===== src/rtl/freq_pkg.sv =====
// Shared types and constants for the frequency generator and frequency measurement blocks.
package freq_pkg;
  localparam int CNT_W_DEFAULT = 16;
  localparam int MIN_PERIOD    = 2;

  typedef enum logic {
    IDLE = 1'b0,
    RUN  = 1'b1
  } state_t;
endpackage


===== src/rtl/freq_gen_cfg.sv =====
// Active/pending period and high-time registers for freq_gen: clamp, reject and deferred update.
module freq_gen_cfg
  import freq_pkg::*;
#(
  parameter int CNT_W = CNT_W_DEFAULT
) (
  input  logic             clk,
  input  logic             rst_n,
  input  logic             idle,
  input  logic             bnd,
  input  logic             load,
  input  logic [CNT_W-1:0] period,
  input  logic [CNT_W-1:0] high_time,
  output logic [CNT_W-1:0] per_s,
  output logic [CNT_W-1:0] hi_nxt,
  output logic             upd_pend,
  output logic             cfg_err
);

  logic [CNT_W-1:0] hi_s;
  logic [CNT_W-1:0] per_p;
  logic [CNT_W-1:0] hi_p;
  logic [CNT_W-1:0] hi_clamp;
  logic             load_ok;
  logic             direct;
  logic             commit;

  assign load_ok  = load && (period >= CNT_W'(MIN_PERIOD));
  assign hi_clamp = (high_time >= period) ? period - CNT_W'(1) : high_time;
  assign direct   = load_ok && idle;
  // A pending value left over when the generator stops is applied while idle.
  assign commit   = upd_pend && (idle || bnd);

  always_ff @(posedge clk or negedge rst_n) begin
    if (!rst_n) begin
      per_s    <= '0;
      hi_s     <= '0;
      per_p    <= '0;
      hi_p     <= '0;
      upd_pend <= 1'b0;
      cfg_err  <= 1'b0;
    end else begin
      if (load && !load_ok) cfg_err <= 1'b1;
      if (direct) begin
        per_s    <= period;
        hi_s     <= hi_clamp;
        upd_pend <= 1'b0;
      end else begin
        if (commit) begin
          per_s <= per_p;
          hi_s  <= hi_p;
        end
        if (load_ok) begin
          per_p    <= period;
          hi_p     <= hi_clamp;
          upd_pend <= 1'b1;
        end else if (commit) begin
          upd_pend <= 1'b0;
        end
      end
    end
  end

  // High time that will be active in the next cycle, so freq_out can be registered.
  always_comb begin
    hi_nxt = hi_s;
    if (direct)      hi_nxt = hi_clamp;
    else if (commit) hi_nxt = hi_p;
  end

endmodule


===== src/rtl/freq_gen.sv =====
// Programmable square-wave generator with period-boundary updates.
// Optional burst mode: define FREQ_GEN_BURST_EN to add burst_len/burst_done.
//
// state | meaning
// IDLE  | outputs and phase counter held at 0, loads go straight to active regs
// RUN   | cnt sweeps 0..per_s-1, freq_out high while cnt < hi_s
module freq_gen
  import freq_pkg::*;
#(
  parameter int CNT_W = CNT_W_DEFAULT
) (
  input  logic             clk,
  input  logic             rst_n,
  input  logic             enable,
  input  logic [CNT_W-1:0] period,
  input  logic [CNT_W-1:0] high_time,
  input  logic             load,
`ifdef FREQ_GEN_BURST_EN
  input  logic [15:0]      burst_len,
  output logic             burst_done,
`endif
  output logic             freq_out,
  output logic             edge_pulse,
  output logic             upd_pend,
  output logic             cfg_err
);

  state_t           state, state_d;
  logic [CNT_W-1:0] cnt, cnt_d;
  logic [CNT_W-1:0] per_s;
  logic [CNT_W-1:0] hi_nxt;
  logic             fo_d;
  logic             bnd;
  logic             burst_stop;
  logic             start_ok;

  assign bnd = (state == RUN) && (cnt >= per_s - CNT_W'(1));

  freq_gen_cfg #(.CNT_W(CNT_W)) u_cfg (
    .clk       (clk),
    .rst_n     (rst_n),
    .idle      (state == IDLE),
    .bnd       (bnd),
    .load      (load),
    .period    (period),
    .high_time (high_time),
    .per_s     (per_s),
    .hi_nxt    (hi_nxt),
    .upd_pend  (upd_pend),
    .cfg_err   (cfg_err)
  );

`ifdef FREQ_GEN_BURST_EN
  logic [15:0] edge_cnt;
  logic        hold;

  // Edges never land on a boundary cycle (cnt=0 vs cnt=per_s-1, per_s>=2).
  assign burst_stop = bnd && (burst_len != 16'd0) && (edge_cnt >= burst_len);
  assign start_ok   = !hold;

  always_ff @(posedge clk or negedge rst_n) begin
    if (!rst_n) begin
      edge_cnt   <= '0;
      hold       <= 1'b0;
      burst_done <= 1'b0;
    end else begin
      burst_done <= burst_stop;
      if (state == IDLE)   edge_cnt <= '0;
      else if (edge_pulse) edge_cnt <= edge_cnt + 16'd1;
      if (burst_stop)   hold <= 1'b1;
      else if (!enable) hold <= 1'b0;
    end
  end
`else
  assign burst_stop = 1'b0;
  assign start_ok   = 1'b1;
`endif

  always_comb begin
    state_d = state;
    cnt_d   = '0;
    case (state)
      IDLE: if (enable && start_ok && (per_s >= CNT_W'(MIN_PERIOD))) state_d = RUN;
      RUN: begin
        if (!enable || burst_stop) state_d = IDLE;
        else if (!bnd)             cnt_d   = cnt + CNT_W'(1);
      end
      default: state_d = IDLE;
    endcase
    fo_d = (state_d == RUN) && (cnt_d < hi_nxt);
  end

  always_ff @(posedge clk or negedge rst_n) begin
    if (!rst_n) begin
      state      <= IDLE;
      cnt        <= '0;
      freq_out   <= 1'b0;
      edge_pulse <= 1'b0;
    end else begin
      state      <= state_d;
      cnt        <= cnt_d;
      freq_out   <= fo_d;
      edge_pulse <= fo_d & ~freq_out;
    end
  end

endmodule


===== config.mk =====
export PLATFORM = sky130hd
export DESIGN_NAME = freq_gen
export DESIGN_NICKNAME = d
export VERILOG_FILES = /design/src/rtl/freq_pkg.sv /design/src/rtl/freq_gen_cfg.sv /design/src/rtl/freq_gen.sv
export SDC_FILE = /design/constraint.sdc
export NUM_CORES = 1
export LEC_CHECK = 0
export CORE_ASPECT_RATIO = 2
export CORE_UTILIZATION = 52
export CTS_CLUSTER_SIZE = 10
export DETAILED_ROUTE_END_ITERATION = 10
export PLACE_DENSITY = 0.75
export SLEW_MARGIN = 20
export SYNTH_ARGS = -nofsm -noshare
export SYNTH_HDL_FRONTEND = slang
export SYNTH_SLANG_ARGS = --single-unit

===== constraint.sdc =====
create_clock -name clk -period 4.88 [get_ports clk]
set_input_delay 0.488 -clock clk [delete_from_list [all_inputs] [get_ports clk]]
set_output_delay 0.488 -clock clk [all_outputs]
set_load 0.005 [all_outputs]

==> results of run 1 <==
per-layer routing:
metal  GRT usage (%)  vias to the layer above  share of wire, %
met1            32.8                     2302                36
met5               0                        -                 0
met4            21.2                        0               6.7
met3            4.29                       57               3.1
li1                -                     2218                 -
met2            53.6                      141                54
kinds of logic after synthesis:
logic type,after synthesis
xor gates and xnor gates,40
and+or+nand+nor,171
adders and majority gates,52
DFF,85
muxes,74
AOI/OAI and AO/OA,107
buffers and inverters,49
area by class of cell:
class | instances | area [µm²]
tap | 137 | 171
sequential | 85 | 2130
fill | 823 | 3380
clock buffer | 9 | 225
inverter | 29 | 109
clock inverter | 7 | 80.1
timing repair buffer | 91 | 865
multi-input combinational | 444 | 3450
critical path: stages, from the launching register on:
cell,delay [ns]
dfrtp_1,0.38
or4_4,0.56
nor3_4,0.22
nand2_2,0.14
nor3_1,0.22
xnor2_1,0.12
ha_1,0.30
and4_1,0.21
nand2_1,0.08
or4_4,0.44
a31oi_4,0.24
buf_12,0.20
buf_4,0.14
mux2i_4,0.07
mux2_4,0.29
ha_4,0.27
o21ai_0,0.12
nand2b_1,0.11
a21oi_1,0.08
nor3_1,0.32
o21ai_1,0.13
a311oi_2,0.29
nor3_1,0.11
cells in the mapped netlist, types with 8 or more instances:
cell	number
dfrtp_1	85
nand2_1	72
mux2i_1	59
ha_1	52
o21ai_0	46
nor2_1	36
inv_1	29
xnor2_1	29
a21oi_1	16
mux2_2	15
o21ai_1	13
nand3_1	12
nor3_1	11
xor2_1	11
a211oi_1	9
clkbuf_1	8
power by group:
group          switching [mW]  internal (mW)
Sequential             0.0751          0.802
Clock                   0.308          0.404
Combinational           0.324          0.305
Total                   0.708           1.51
what timing repair did:
item	4_1_cts	5_1_grt
pin swaps	7	8
setup buffers	3	3
endpoints found under the setup margin	2	2
gates cloned	1	0
gates resized for setup	14	16
path summary, 6_finish.rpt:
| path | start | end | slack (ns) | cells past startpoint |
|---|---|---|---|---|
| setup reg to reg | u_cfg.per_s[3]$_DFFE_PN0P_ | edge_pulse$_DFF_PN0_ | -0.29 | 22 |
| hold / removal | rst_n | cnt[2]$_DFF_PN0_ | 0.16 | 1 |
| max in group asynchronous | rst_n | u_cfg.hi_s[9]$_DFF_PN0_ | 4.15 | 1 |
| hold reg to reg | u_cfg.hi_p[1]$_DFFE_PN0P_ | u_cfg.hi_p[1]$_DFFE_PN0P_ | 0.48 | 2 |
| setup / recovery | u_cfg.per_s[3]$_DFFE_PN0P_ | edge_pulse$_DFF_PN0_ | -0.29 | 22 |
| min in group clk | u_cfg.hi_p[1]$_DFFE_PN0P_ | u_cfg.hi_p[1]$_DFFE_PN0P_ | 0.48 | 2 |
sequential cells by signal, indices dropped and copies added (netlist names):
name,flops
cnt,16
u_cfg.hi_p,16
u_cfg.hi_s,16
u_cfg.per_p,16
u_cfg.per_s,16
edge_pulse,1
freq_out,1
state,1
u_cfg.cfg_err,1
u_cfg.upd_pend,1
==> impl_metrics.ini, run 1 <==
[grt]
grt_max_degree = 86
grt_antenna_before_repair = 0
grt_util_all_layers_pct = 30.8
grt-ovfl-total = 0
grt_pass1_wl_mm = 24.9
grt_pass1_vias = 4981

[timing]
finalWorstSetupSlack_ns = -0.286
fin_crit_sh_pct = 106
tns_ns = -0.549
fin_hold_ws_ns = 0.157
setup_violations = 2
period_needed_ns = 5.17
skew_ns = 0.00608
tightest_slew_ns = 0.785
rsz0062_at_grt = true
fmax_mhz = 194
slew-limit-headroom_pct = 47.7
final-hold-violation-count = 0
slew_violations = 0

[run]
max-cap-violations = 0

[routing]
dr.pass1.iters = 5
vias = 4718
ant_nets = 0
drt_iter0_drc = 209
avgRoutedWirePerCell_um = 19.6
drc = 0
drt_wl_total_mm = 15.7
vias_per_cell = 5.88

[yosys]
synth_edf_count = 0
synthAdderAreaFrac_pct = 11.7
ys_types = 46
syn_avg_cell_area_um2 = 9.59
synth_xor_area_share_pct = 6.32
synthDominantCellAreaShare_pct = 38.4
synth-simple-area-share_pct = 14.4
async_reset_ff_share_pct = 100
synth_seq_area_share_pct = 38.4
synthCells = 578
yosys_warnings = 0
synth_top_family_by_area = simple AND/OR/NAND/NOR gates
syn_nets = 666
synth_compound_area_share_pct = 11.7
synth_area_um2 = 5540
ys.flop_type = dfrtp_1
muxShareOfSynthArea_pct = 13.7
ys_ff_latch = 85
yosys.area.top_type = dfrtp_1
yosys-top-cells-area = dfrtp_1, ha_1, mux2i_1

[status]
outcome = finished, violations left
violations = setup timing

[place]
postPlaceCellArea_um2 = 6490
hpwlAfterDp_mm = 12.0
post-place-cells = 779
place_congestion = 0.886
io_buffer_count = 39
place_ws_ns = -0.172

[worst_setup_path]
start_kind = register
critPathKind = register to register
end_kind = register
required_ns = 5.10
crit_fanout = 7
worstPathArrival_ns = 5.38

[power]
power_density_nw_per_um2 = 316
totalPowerFinal_mw = 2.22
power.leakage_nw = 3.13
peakVddDrop_mv = 0.241

[floorplanning]
dieArea_um2 = 11100
rows = 53
die_w_um = 75.0
pin_count = 40
coreArea_um2 = 10400
die_y_um = 148
start_util_pct = 53.3

[cts]
path_clk_slew_ns = 0.07
cts_tree = built
clk_root_buffer_cell = clkbuf_16
numCtsBuffers = 9
htree_levels = 3
clock_path_buffers = 2
hold_buffers = 0
insertion_delay_ns = 0.35
clock-sinks = 85

[finish]
utilization_pct = 67.5
layout_commonest_cell = dfrtp_1
mostFrequentLayoutCells = dfrtp_1, nand2_1, mux2i_1, ha_1, buf_4
drive_above_1_share_pct = 18.0
synthToLayoutAreaGrowth_pct = 26.8
fin_nets = 748
finalNonFillerCells = 802
design_area_um2 = 7030
antenna_cells = 0

[min_path]
hold_path.class = input pin to async pin
(Power assumes the default switching activity.)
==> inputs of run 2 (changes only) <==
--- a/constraint.sdc
+++ b/constraint.sdc
@@ -3,2 +3,2 @@
 set_output_delay 0.488 -clock clk [all_outputs]
-set_load 0.005 [all_outputs]
+set_load 0.05 [all_outputs]
==> results of run 2 <==
The final DEF is identical to that of run 1. Status: finished, violations left: setup timing.
Among the figures that moved: total power 2.22 mW -> 2.23 mW
==> inputs of run 3 (changes only) <==
Settings changed: CORE_ASPECT_RATIO 2 to default.
==> run 3 against run 2 <==
The flow finishes with violations (hold timing, setup timing). Total power shrank 7.5%. Sequential cell count is the same. Sequential power is essentially flat. Critical path depth is the same. Non-clock buffer count grew 8. First-iteration DRC count grew 18%. Count of clock-buffer cells in the layout grew 1.
==> impl_metrics.ini, run 3 (synthesized netlist as in run 1, its figures left out) <==
[finish]
drive_above_1_share_pct = 20.5
mostFrequentLayoutCells = dfrtp_1, nand2_1, buf_4, mux2i_1, ha_1
finalNonFillerCells = 808
layout_commonest_cell = dfrtp_1
synthToLayoutAreaGrowth_pct = 26.7
antenna_cells = 0
fin_nets = 756
design_area_um2 = 7030

[timing]
slew-limit-headroom_pct = 44.9
fin_crit_sh_pct = 104
skew_ns = 0.00787
tns_ns = -0.310
rsz0062_at_grt = true
fmax_mhz = 198
final-hold-violation-count = 2
tightest_slew_ns = 0.826
finalWorstSetupSlack_ns = -0.174
slew_violations = 0
fin_hold_ws_ns = -0.00184
period_needed_ns = 5.05
setup_violations = 2

[cts]
clock_path_buffers = 2
htree_levels = 3
hold_buffers = 0
numCtsBuffers = 9
clk_root_buffer_cell = clkbuf_8
clock-sinks = 85
path_clk_slew_ns = 0.09
cts_tree = built
insertion_delay_ns = 0.37

[routing]
drc = 0
dr.pass1.iters = 4
ant_nets = 0
vias_per_cell = 5.88
drt_iter0_drc = 247
vias = 4749
avgRoutedWirePerCell_um = 19.1
drt_wl_total_mm = 15.5

[power]
power_density_nw_per_um2 = 293
p_clk_share_pct = 24.9
swShare_pct = 32.9
seqPwrFrac_pct = 42.5
peakVddDrop_mv = 0.209
p_comb_share_pct = 32.6
power.leakage_nw = 3.13
intPower_mw = 1.38
p_switching_mw = 0.677

[worst_setup_path]
critPathKind = register to register
start_kind = register
required_ns = 5.15
end_kind = register
crit_fanout = 5
worstPathArrival_ns = 5.33
rr_worst_depth = 22

[grt]
grt_pass1_wl_mm = 23.8
grt_max_degree = 66
grt_antenna_before_repair = 0
grt-ovfl-total = 0
grt_pass1_vias = 4787
grt_util_all_layers_pct = 28.2

[run]
max-cap-violations = 0

[floorplanning]
pin_count = 40
coreArea_um2 = 10300
die_w_um = 105
dieArea_um2 = 11100
die_y_um = 105
start_util_pct = 53.7
rows = 37

[status]
violations = hold timing, setup timing
outcome = finished, violations left

[place]
hpwlAfterDp_mm = 11.4
place_congestion = 0.883
postPlaceCellArea_um2 = 6490
io_buffer_count = 39
post-place-cells = 779

[min_path]
hold_path.class = input pin to async pin
[run 3: cell type report]
class	count	area [µm²]
Clock inverter	5	61.3
Tap cell	136	170
Multi-Input combinational cell	444	3500
Sequential cell	85	2130
Inverter	29	109
Fill cell	764	3300
Clock buffer	10	138
Timing Repair Buffer	99	923
[run 3: path summary, 6_finish.rpt]
kind	startpoint	end	slack, ns
worst max-delay path	u_cfg.per_s[3]$_DFFE_PN0P_	freq_out$_DFF_PN0_	-0.17
worst min-delay path	rst_n	u_cfg.hi_p[6]$_DFFE_PN0P_	-0.002
worst max register to register	u_cfg.per_s[3]$_DFFE_PN0P_	freq_out$_DFF_PN0_	-0.17
worst min register to register	u_cfg.cfg_err$_DFFE_PN0P_	u_cfg.cfg_err$_DFFE_PN0P_	0.48
max in group asynchronous	rst_n	u_cfg.per_s[2]$_DFFE_PN0P_	3.74
min in group clk	u_cfg.cfg_err$_DFFE_PN0P_	u_cfg.cfg_err$_DFFE_PN0P_	0.48
[run 3: worst max-delay path: stages (launching register included)]
cell and delay, ns:
dfrtp_1 0.38, or4_4 0.57, nor3_4 0.22, nand2_2 0.15, nor3_2 0.20, xnor2_1 0.10
ha_1 0.31, and4_4 0.24, nand2_2 0.06, or4_4 0.44, a31oi_4 0.23, buf_6 0.14
buf_8 0.14, mux2i_2 0.27, mux2_4 0.20, ha_4 0.20, a21oi_2 0.16, o21ai_2 0.09
a211oi_2 0.19, nand2b_1 0.10, a211oi_2 0.18, a311oi_2 0.09, nor4_1 0.30
[run 3: power groups by stage]
stage               sequential [mW]  clock [mW]  combinational, mW
finish                        0.875       0.513              0.672
global placement              0.871           0              0.556
floorplan                     0.868           0              0.347
CTS                           0.864       0.521              0.609
detailed placement            0.876           0              0.590
global route                  0.883       0.550              0.728
[run 3: layer usage]
metal	vias to the layer above	global-route usage (%)	share of wire (%)
met5	-	0	0
met3	44	4.39	4.7
li1	2228	-	-
met1	2320	35.3	42
met2	157	48.0	50
met4	0	12.9	3.9
[run 3: timing repair]
action | in CTS | in global routing
setup endpoints to repair | 2 | 2
gates resized for setup | 10 | 34
setup buffers | 5 | 8
pin swaps | 6 | 9
cloned | 1 | 0
endpoints found under the hold margin | 0 | 0
[run 3: per-stage QoR]
| stage | power (mW) | setup WS [ns] | util (%) | hold slack, ns |
|---|---|---|---|---|
| after floorplan | 1.21 | 0.00262 | - | 0.192 |
| after global placement | 1.43 | -0.00951 | 62.8 | 0.405 |
| after detailed placement | 1.47 | -0.202 | 62.8 | 0.405 |
| after CTS | 1.99 | 0.0126 | 65.8 | 0.00272 |
| after global routing | 2.16 | -0.376 | 68.1 | 0.0156 |
| final | 2.06 | -0.174 | 68.1 | -0.00184 |
